[config.mk]
export PLATFORM = sky130hd
export DESIGN_NAME = jtag_reg_access
export DESIGN_NICKNAME = d
export VERILOG_FILES = /design/src/rtl/jtag_reg_access_pkg.sv /design/src/rtl/jtag_reg_access.sv
export SDC_FILE = /design/constraint.sdc
export NUM_CORES = 1
export LEC_CHECK = 0
export ABC_AREA = 1
export ABC_CLOCK_PERIOD_IN_PS = 1550
export BUFFER_PORTS_ARGS = -buffer_cell sky130_fd_sc_hd__buf_4
export CAP_MARGIN = 5
export CORE_MARGIN = 2
export CORE_UTILIZATION = 47
export DETAILED_ROUTE_END_ITERATION = 8
export GPL_TIMING_DRIVEN = 0
export HOLD_SLACK_MARGIN = 0.1
export PLACE_DENSITY = 0.79
export SYNTH_ARGS = -nofsm -noshare
export SYNTH_HDL_FRONTEND = slang
export SYNTH_SLANG_ARGS = --single-unit
[constraint.sdc]
create_clock -name clk -period 1.55 [get_ports clk]
set_clock_uncertainty 0.05 [all_clocks]
set_input_delay 0.155 -clock clk [delete_from_list [all_inputs] [get_ports clk]]
set_output_delay 0.155 -clock clk [all_outputs]
set_load 0.01 [all_outputs]
[src/rtl/jtag_reg_access_pkg.sv]
// Shared definitions for the JTAG debug register-file access block:
// bus widths, zero constants, FSM state encoding and the write-collision helper.
package jtag_reg_access_pkg;

   localparam int RegAddrBus = 5;
   localparam int RegBus     = 32;

   localparam logic [RegAddrBus-1:0] ZeroReg  = '0;
   localparam logic [RegBus-1:0]     ZeroWord = '0;

   typedef enum logic [2:0] {
      IDLE = 3'd0,
      WR   = 3'd1,
      VFY  = 3'd2,
      RD   = 3'd3,
      RESP = 3'd4
   } state_e;

   // The regfile gives the core write port priority, so any real core write drops ours.
   function automatic logic is_collision(input logic                  wen,
                                         input logic [RegAddrBus-1:0] waddr);
      return wen && (waddr != ZeroReg);
   endfunction

endpackage

[src/rtl/jtag_reg_access.sv]
// Debug-side GPR access engine: one request at a time, writes retried while the core
// owns the regfile write port. Define JTAG_REG_READBACK_EN to add a post-write verify cycle.
module jtag_reg_access
   import jtag_reg_access_pkg::*;
#(
   parameter int MAX_RETRY = 15
) (
   input  logic        clk,
   input  logic        rst,
   input  logic        req_valid,
   output logic        req_ready,
   input  logic        req_we,
   input  logic [4:0]  req_addr,
   input  logic [31:0] req_wdata,
   output logic        resp_valid,
   input  logic        resp_ready,
   output logic [31:0] resp_rdata,
   output logic        resp_err,
   input  logic        core_wen,
   input  logic [4:0]  core_waddr,
   output logic        jtag_wen,
   output logic [4:0]  jtag_addr,
   output logic [31:0] jtag_wdata,
   input  logic [31:0] jtag_rdata
);

   localparam logic [3:0] RetryLimit = 4'(MAX_RETRY);

   state_e      state, state_nxt;
   logic [3:0]  retry_cnt, retry_nxt;
   logic [3:0]  retry_inc;
   logic [4:0]  addr_nxt;
   logic [31:0] wdata_nxt;
   logic [31:0] rdata_nxt;
   logic        err_nxt;
   logic        collision;

   assign retry_inc  = retry_cnt + 4'd1;
   assign collision  = is_collision(core_wen, core_waddr);

   assign req_ready  = (state == IDLE);
   assign resp_valid = (state == RESP);
   assign jtag_wen   = (state == WR);

   always_ff @(posedge clk) begin
      if (rst) begin
         state      <= IDLE;
         retry_cnt  <= 4'd0;
         jtag_addr  <= ZeroReg;
         jtag_wdata <= ZeroWord;
         resp_rdata <= ZeroWord;
         resp_err   <= 1'b0;
      end else begin
         state      <= state_nxt;
         retry_cnt  <= retry_nxt;
         jtag_addr  <= addr_nxt;
         jtag_wdata <= wdata_nxt;
         resp_rdata <= rdata_nxt;
         resp_err   <= err_nxt;
      end
   end

   always_comb begin
      state_nxt = state;
      retry_nxt = retry_cnt;
      addr_nxt  = jtag_addr;
      wdata_nxt = jtag_wdata;
      rdata_nxt = resp_rdata;
      err_nxt   = resp_err;
      case (state)
         IDLE: begin
            if (req_valid) begin
               addr_nxt  = req_addr;
               wdata_nxt = req_wdata;
               retry_nxt = 4'd0;
               err_nxt   = 1'b0;
               if (req_we) begin
                  // Write responses echo the data; x0 writes are acknowledged without touching the regfile.
                  rdata_nxt = req_wdata;
                  state_nxt = (req_addr == ZeroReg) ? RESP : WR;
               end else begin
                  state_nxt = RD;
               end
            end
         end
         WR: begin
            if (collision) begin
               retry_nxt = retry_inc;
               if (retry_inc == RetryLimit) begin
                  err_nxt   = 1'b1;
                  state_nxt = RESP;
               end
            end else begin
`ifdef JTAG_REG_READBACK_EN
               state_nxt = VFY;
`else
               state_nxt = RESP;
`endif
            end
         end
`ifdef JTAG_REG_READBACK_EN
         VFY: begin
            // A core write to the same register in this cycle would overwrite our value next edge.
            if ((jtag_rdata != jtag_wdata) || (collision && (core_waddr == jtag_addr))) begin
               err_nxt   = 1'b1;
               rdata_nxt = jtag_rdata;
            end
            state_nxt = RESP;
         end
`endif
         RD: begin
            rdata_nxt = jtag_rdata;
            state_nxt = RESP;
         end
         RESP: begin
            if (resp_ready) begin
               state_nxt = IDLE;
            end
         end
         default: begin
            state_nxt = IDLE;
         end
      endcase
   end

endmodule

==> results of run 1 <==
sequential cells by signal (all words and copies together), names as in the netlist:
signal and count:
jtag_wdata 32, state 3, resp_err 1, resp_rdata 32, retry_cnt 4, jtag_addr 5
metrics by stage:
stage / hold WS, ns / setup WS, ns / cell area (um2) / power [mW]
floorplan: 0.174 / 0.264 / 3430 / 4.34
global placement: 0.325 / 0.0819 / 4690 / 5.53
detailed placement: 0.331 / 0.0401 / 4690 / 5.60
CTS: 0.160 / 0.0143 / 5320 / 7.35
global route: 0.184 / -0.00381 / 5380 / 7.94
finish: 0.166 / 0.0977 / 5380 / 7.47
critical path, stage by stage (launching register included):
cell,delay [ns]
dfxtp_2,0.36
inv_2,0.10
nand2_2,0.08
nor2_4,0.16
nand2_2,0.09
nand2_4,0.13
inv_4,0.07
buf_12,0.15
nor2_2,0.10
nor2_1,0.06
cells in the mapped netlist:
| master | instances | share of area |
|---|---|---|
| ha_1 | 2 | 0.0073 |
| buf_6 | 5 | 0.016 |
| inv_1 | 50 | 0.055 |
| o21ai_1 | 28 | 0.041 |
| inv_4 | 1 | 0.0018 |
| nand2_2 | 2 | 0.0037 |
| clkbuf_1 | 7 | 0.0077 |
| nor2_1 | 135 | 0.15 |
| buf_4 | 3 | 0.0066 |
| nor2_4 | 2 | 0.0066 |
| nand3_2 | 2 | 0.0058 |
| nand4_1 | 3 | 0.0055 |
| dfxtp_1 | 77 | 0.45 |
| nand3_1 | 3 | 0.0044 |
| buf_2 | 9 | 0.013 |
| buf_12 | 1 | 0.0058 |
| nor2_2 | 10 | 0.018 |
| nand2_4 | 1 | 0.0033 |
| nand2_1 | 57 | 0.062 |
| buf_1 | 2 | 0.0022 |
| o21ai_0 | 76 | 0.11 |
| nor3_1 | 2 | 0.0029 |
| a21oi_1 | 7 | 0.010 |
| o21bai_1 | 1 | 0.0022 |
| inv_2 | 4 | 0.0044 |
| o21ai_2 | 2 | 0.0051 |
final timing paths:
path	startpoint	end	slack [ns]	cells after the start
setup / recovery	state[1]	resp_rdata[24]	0.1	9
hold / removal	jtag_rdata[4]	resp_rdata[4]	0.17	5
setup reg to reg	state[1]	resp_rdata[24]	0.1	9
hold reg to reg	resp_err	resp_err	0.41	2
where the power goes:
part / internal (mW) / leakage, nW / total [mW] / switching [mW]
registers: 2.47 / 0.636 / 2.78 / 0.308
logic: 1.42 / 2.01 / 3.00 / 1.58
clock network: 0.914 / 0.110 / 1.68 / 0.769
total: 4.81 / 2.75 / 7.47 / 2.66
layout make-up:
type,instances,area share
Buffer,27,0.0386
Clock buffer,9,0.0230
Clock inverter,7,0.0184
Inverter,55,0.0388
Multi-Input combinational cell,333,0.279
Sequential cell,77,0.287
Tap cell,99,0.0230
Timing Repair Buffer,196,0.292
cells by family after synthesis:
kind of cell,Yosys count,share of synthesized area
buffers and inverters,82,0.113
AO/OA/AOI/OAI,114,0.169
AND/OR/NAND/NOR,217,0.261
flip-flops,77,0.450
adder cells (fa/ha/maj),2,0.00730
repair_timing:
| item | in CTS | in global routing |
|---|---|---|
| setup buffers | 0 | 4 |
| endpoints found under the setup margin | 0 | 58 |
| gates resized for setup | 0 | 28 |
| hold buffers | 40 | 0 |
| hold endpoints to repair | 42 | 0 |
routing by layer:
metal  GRT usage  wire, um  up-vias
li1            -         -     1960
met1       0.341      4550     1782
met2       0.451      5260      159
met3      0.0452       727       28
met4       0.121       294        0
met5           0         0        -
==> flow_metrics.tcl, run 1 <==
set metrics [dict create \
    status "finished clean" \
    ir_worst_vdd_mv 0.650 \
    max_cap_viol_count 0 \
    final_cell_mix "160 x buf_4, 134 x nor2_1, 76 x dfxtp_1" \
    drcViolationCount 0 \
    multi_input_area_um2 1500 \
    holdCritPathClass "input port to flip-flop" \
    finalCoreUtilization 0.754 \
    vias 3929 \
    syn_inst 492 \
    antenna_found_initial 0 \
    drtIter0Drc 226 \
    dp_cells 743 \
    finalSetupTns_ns 0 \
    diodes 0 \
    drive_gt1_frac 0.320 \
    h-tree-depth 3 \
    start_util 0.480 \
    fp.dieArea_um2 7990 \
    cts_tree "done" \
    leakage_nw 2.75 \
    grt_use_total 0.270 \
    cts.sinks 77 \
    finalNonFillerCells 803 \
    nets 781 \
    synth_area_per_cell_um2 6.97 \
    wl_per_cell_um 13.5 \
    dp_hpwl_mm 7.54 \
    portBuffers 152 \
    dieHeight_um 89.4 \
    syn_area_um2 3430 \
    worst-slew-pin-transition_ns 0.322 \
    yosysSeqAreaShare 0.450 \
    ys_ff_latch 77 \
    clock.fmax_mhz 689 \
    vias_per_cell 4.89 \
    die-width_um 89.4 \
    drtPass1Iterations 7 \
    fin_crit_sh 0.937 \
    core_region_area_um2 7140 \
    relSlewSlack 0.785 \
    period_needed_ns 1.45 \
    syn_nets 574 \
    num_rows 31 \
    ctsLongestPathBuffers 2 \
    gp_congestion 0.911 \
    worst-path-max-fanout 10 \
    setup_viol 0 \
    seq_area_um2 1540 \
    path_clk_slew_ns 0.08 \
    grt_pass1_vias 3618 \
    fillers 579 \
    cellPowerDensity_nw_per_um2 1390 \
    final_antenna_net_count 0 \
    grt_max_degree 15 \
    syn2layout_area_growth_pct 57.0 \
    grt_pass1_wl_mm 16.8 \
    yosys_warnings 0 \
    cts_root_buf "clkbuf_8" \
    synth.distinct_cells 26 \
    final_max_slew_viol_count 0 \
    crit_type "flip-flop to flip-flop" \
    clk-insertion-delay-late_ns 0.35 \
    critPathLaunchType "flip-flop" \
    cts_buffers 9 \
    final_common_cell "buf_4" \
    arrival_ns 1.65 \
    grt_overflow_total 0 \
    cp-end-kind "flip-flop" \
    critPathRequiredTime_ns 1.75 \
    finalHoldViolCount 0 \
    wl_mm 10.8 \
    io_pins 153 \
]
Note: power is estimated with default switching activity, not from simulation.
==> run 2: changes to the inputs <==
--- a/config.mk
+++ b/config.mk
@@ -5,16 +5,16 @@
 export SDC_FILE = /design/constraint.sdc
 export NUM_CORES = 1
 export LEC_CHECK = 0
-export ABC_AREA = 1
-export ABC_CLOCK_PERIOD_IN_PS = 1550
+export ABC_CLOCK_PERIOD_IN_PS = 1800
 export BUFFER_PORTS_ARGS = -buffer_cell sky130_fd_sc_hd__buf_4
 export CAP_MARGIN = 5
+export CORE_ASPECT_RATIO = 2
 export CORE_MARGIN = 2
-export CORE_UTILIZATION = 47
+export CORE_UTILIZATION = 50
 export DETAILED_ROUTE_END_ITERATION = 8
 export GPL_TIMING_DRIVEN = 0
 export HOLD_SLACK_MARGIN = 0.1
-export PLACE_DENSITY = 0.79
+export PLACE_DENSITY = 0.83
 export SYNTH_ARGS = -nofsm -noshare
 export SYNTH_HDL_FRONTEND = slang
 export SYNTH_SLANG_ARGS = --single-unit
==> constraint.sdc (replaced) <==
create_clock -name clk -period 1.8 [get_ports clk]
set_clock_uncertainty 0.05 [all_clocks]
set_input_delay 0.18 -clock clk [delete_from_list [all_inputs] [get_ports clk]]
set_output_delay 0.18 -clock clk [all_outputs]
set_load 0.01 [all_outputs]
==> run 2 against run 1 <==
Compared with the run above: the flow now finishes with violations (setup timing); hold slack got worse by 0.019 ns; routed wire length increased by 6.0%; synthesized cell count decreased by 26%; via count decreased by 9.4%; sequential share of layout area about the same; utilization increased by 6.7 points; maximum frequency decreased by 20%; sequential power decreased by 16%; final cell count decreased by 17%; critical endpoint is now resp_rdata[17]; largest power group unchanged.
==> flow_metrics.tcl, run 2 <==
set metrics [dict create \
    wl_mm 11.5 \
    worst_slack_ns -0.0106 \
    fin_hold_ws_ns 0.148 \
    r2r-start "state[2]" \
    grt_use_total 0.311 \
    syn_nets 448 \
    synthArstFlopShare 0 \
    period_needed_ns 1.81 \
    synth_most_common_cell "dfxtp_1" \
    arrival_ns 2.00 \
    drcViolationCount 0 \
    ir_worst_vdd_mv 0.856 \
    reg_top3 "jtag_wdata: 32 flops, resp_rdata: 32 flops, jtag_addr: 5 flops" \
    cp-end-kind "flip-flop" \
    crit_type "flip-flop to flip-flop" \
    portBuffers 152 \
    vias_per_cell 5.35 \
    synth_area_leaders "dfxtp_1 46%, a211oi_2 10%, mux2i_1 9.8%" \
    yosysSeqAreaShare 0.458 \
    drtPass1Iterations 4 \
    cellPowerDensity_nw_per_um2 1250 \
    leakage_nw 2.53 \
    drtIter0Drc 177 \
    setup_viol 1 \
    cts_root_buf "clkbuf_16" \
    ys_ff_latch 77 \
    synth_commonest_cells "77 x dfxtp_1, 76 x nand2_1, 38 x a21oi_1, 38 x nor2_1, 33 x mux2i_1" \
    io_pins 153 \
    dieHeight_um 120 \
    synth_area_per_cell_um2 9.19 \
    core_region_area_um2 6570 \
    violations "setup timing" \
    syn2layout_area_growth_pct 60.2 \
    critPathRequiredTime_ns 1.99 \
    gp_congestion 0.902 \
    synth_top_area_cell "dfxtp_1" \
    diodes 0 \
    place_ws_ns -0.266 \
    yosys_warnings 0 \
    wl_per_cell_um 17.3 \
    vias 3561 \
    holdCritPathClass "input port to flip-flop" \
    dp_hpwl_mm 7.77 \
    clk-insertion-delay-late_ns 0.33 \
    syn_area_um2 3360 \
    antenna_found_initial 0 \
    p_total_mw 6.74 \
    synth_edf_count 0 \
    status "finished, violations left" \
    num_rows 42 \
    fin_crit_sh 1.01 \
    final_max_slew_viol_count 0 \
    drive_gt1_frac 0.393 \
    final_cell_mix "155 x buf_4, 76 x nand2_1, 74 x dfxtp_1" \
    relSlewSlack 0.509 \
    die-width_um 62.0 \
    ctsLongestPathBuffers 2 \
    grt_pass1_vias 3665 \
    critPathLaunchType "flip-flop" \
    grt_overflow_total 0 \
    fp.dieArea_um2 7440 \
    grt_max_degree 12 \
    finalHoldViolCount 0 \
    cts_tree "done" \
    worst-slew-pin-transition_ns 0.736 \
    finalNonFillerCells 665 \
    path_clk_slew_ns 0.06 \
    dp_cells 606 \
    worst-path-max-fanout 10 \
    grt_setup_unrepaired "yes" \
    grt_pass1_wl_mm 17.1 \
    clock.fmax_mhz 552 \
    final_common_cell "buf_4" \
    final_antenna_net_count 0 \
    synth.distinct_cells 41 \
    finalSetupTns_ns -0.0106 \
    syn_inst 366 \
    nets 654 \
    start_util 0.512 \
    cts.sinks 77 \
    critPathLaunch "state[2]" \
    ys.flop_type "dfxtp_1" \
    max_cap_viol_count 0 \
    synth_top_area_share 0.458 \
    fillers 408 \
    h-tree-depth 3 \
    cts_buffers 9 \
    min_from "jtag_rdata[22]" \
]
## run 2: per-layer routing
layer,track usage,up-vias,part of all wire
li1,-,1680,-
met1,0.305,1712,0.34
met2,0.571,135,0.58
met3,0.0690,34,0.051
met4,0.138,0,0.034
met5,0,-,0
## run 2: worst max-delay path: stages (launching register included)
cell and delay [ns]:
dfxtp_4 0.38, or4b_4 0.56, a2bb2oi_4 0.17, buf_8 0.16
buf_8 0.14, nor2_1 0.06, a211oi_2 0.20
## run 2: worst paths after layout
kind / cells after the start / endpoint / slack, ns
worst min-delay path: 3 / resp_rdata[22] / 0.15
worst max register to register: 6 / resp_rdata[17] / -0.01
worst min register to register: 2 / jtag_wdata[28] / 0.40
worst max-delay path: 6 / resp_rdata[17] / -0.01
## run 2: area by class of cell
type,count,area [um2],area share
buffer,26,165,0.0306
inverter,4,15.0,0.00278
tap,88,110,0.0204
multi-input combinational,258,1680,0.312
clock inverter,1,5.00,0.000928
clock buffer,15,268,0.0497
sequential,77,1550,0.287
timing repair buffer,196,1600,0.297
## run 2: cell families after synthesis
family / share of synthesized area
AO/OA/AOI/OAI: 0.202
XOR/XNOR: 0.00260
adder cells (fa/ha/maj): 0.00744
buffers and inverters: 0.0480
flip-flops: 0.458
multiplexers: 0.102
AND/OR/NAND/NOR: 0.181
## run 2: repair_timing
action,4_1_cts,5_1_grt
setup buffers,3,1
setup endpoints to repair,74,41
pin swaps,1,14
resized for setup,8,16
cloned,1,1
hold endpoints to repair,38,0
hold buffers,38,0
## run 2: power by group
part           leakage, nW  total (mW)  internal [mW]  switching [mW]
clock network        0.134        1.66           1.01           0.653
registers            0.634        2.33           2.08           0.249
logic                 1.76        2.74           1.33            1.41
total                 2.53        6.74           4.42            2.32
## run 2: stage by stage
step | cell area [um2] | utilization
2_1_floorplan | 3360 | -
3_3_place_gp | 4620 | 0.703
3_5_place_dp | 4620 | 0.703
4_1_cts | 5320 | 0.810
5_1_grt | 5390 | 0.821
6_report | 5390 | 0.821
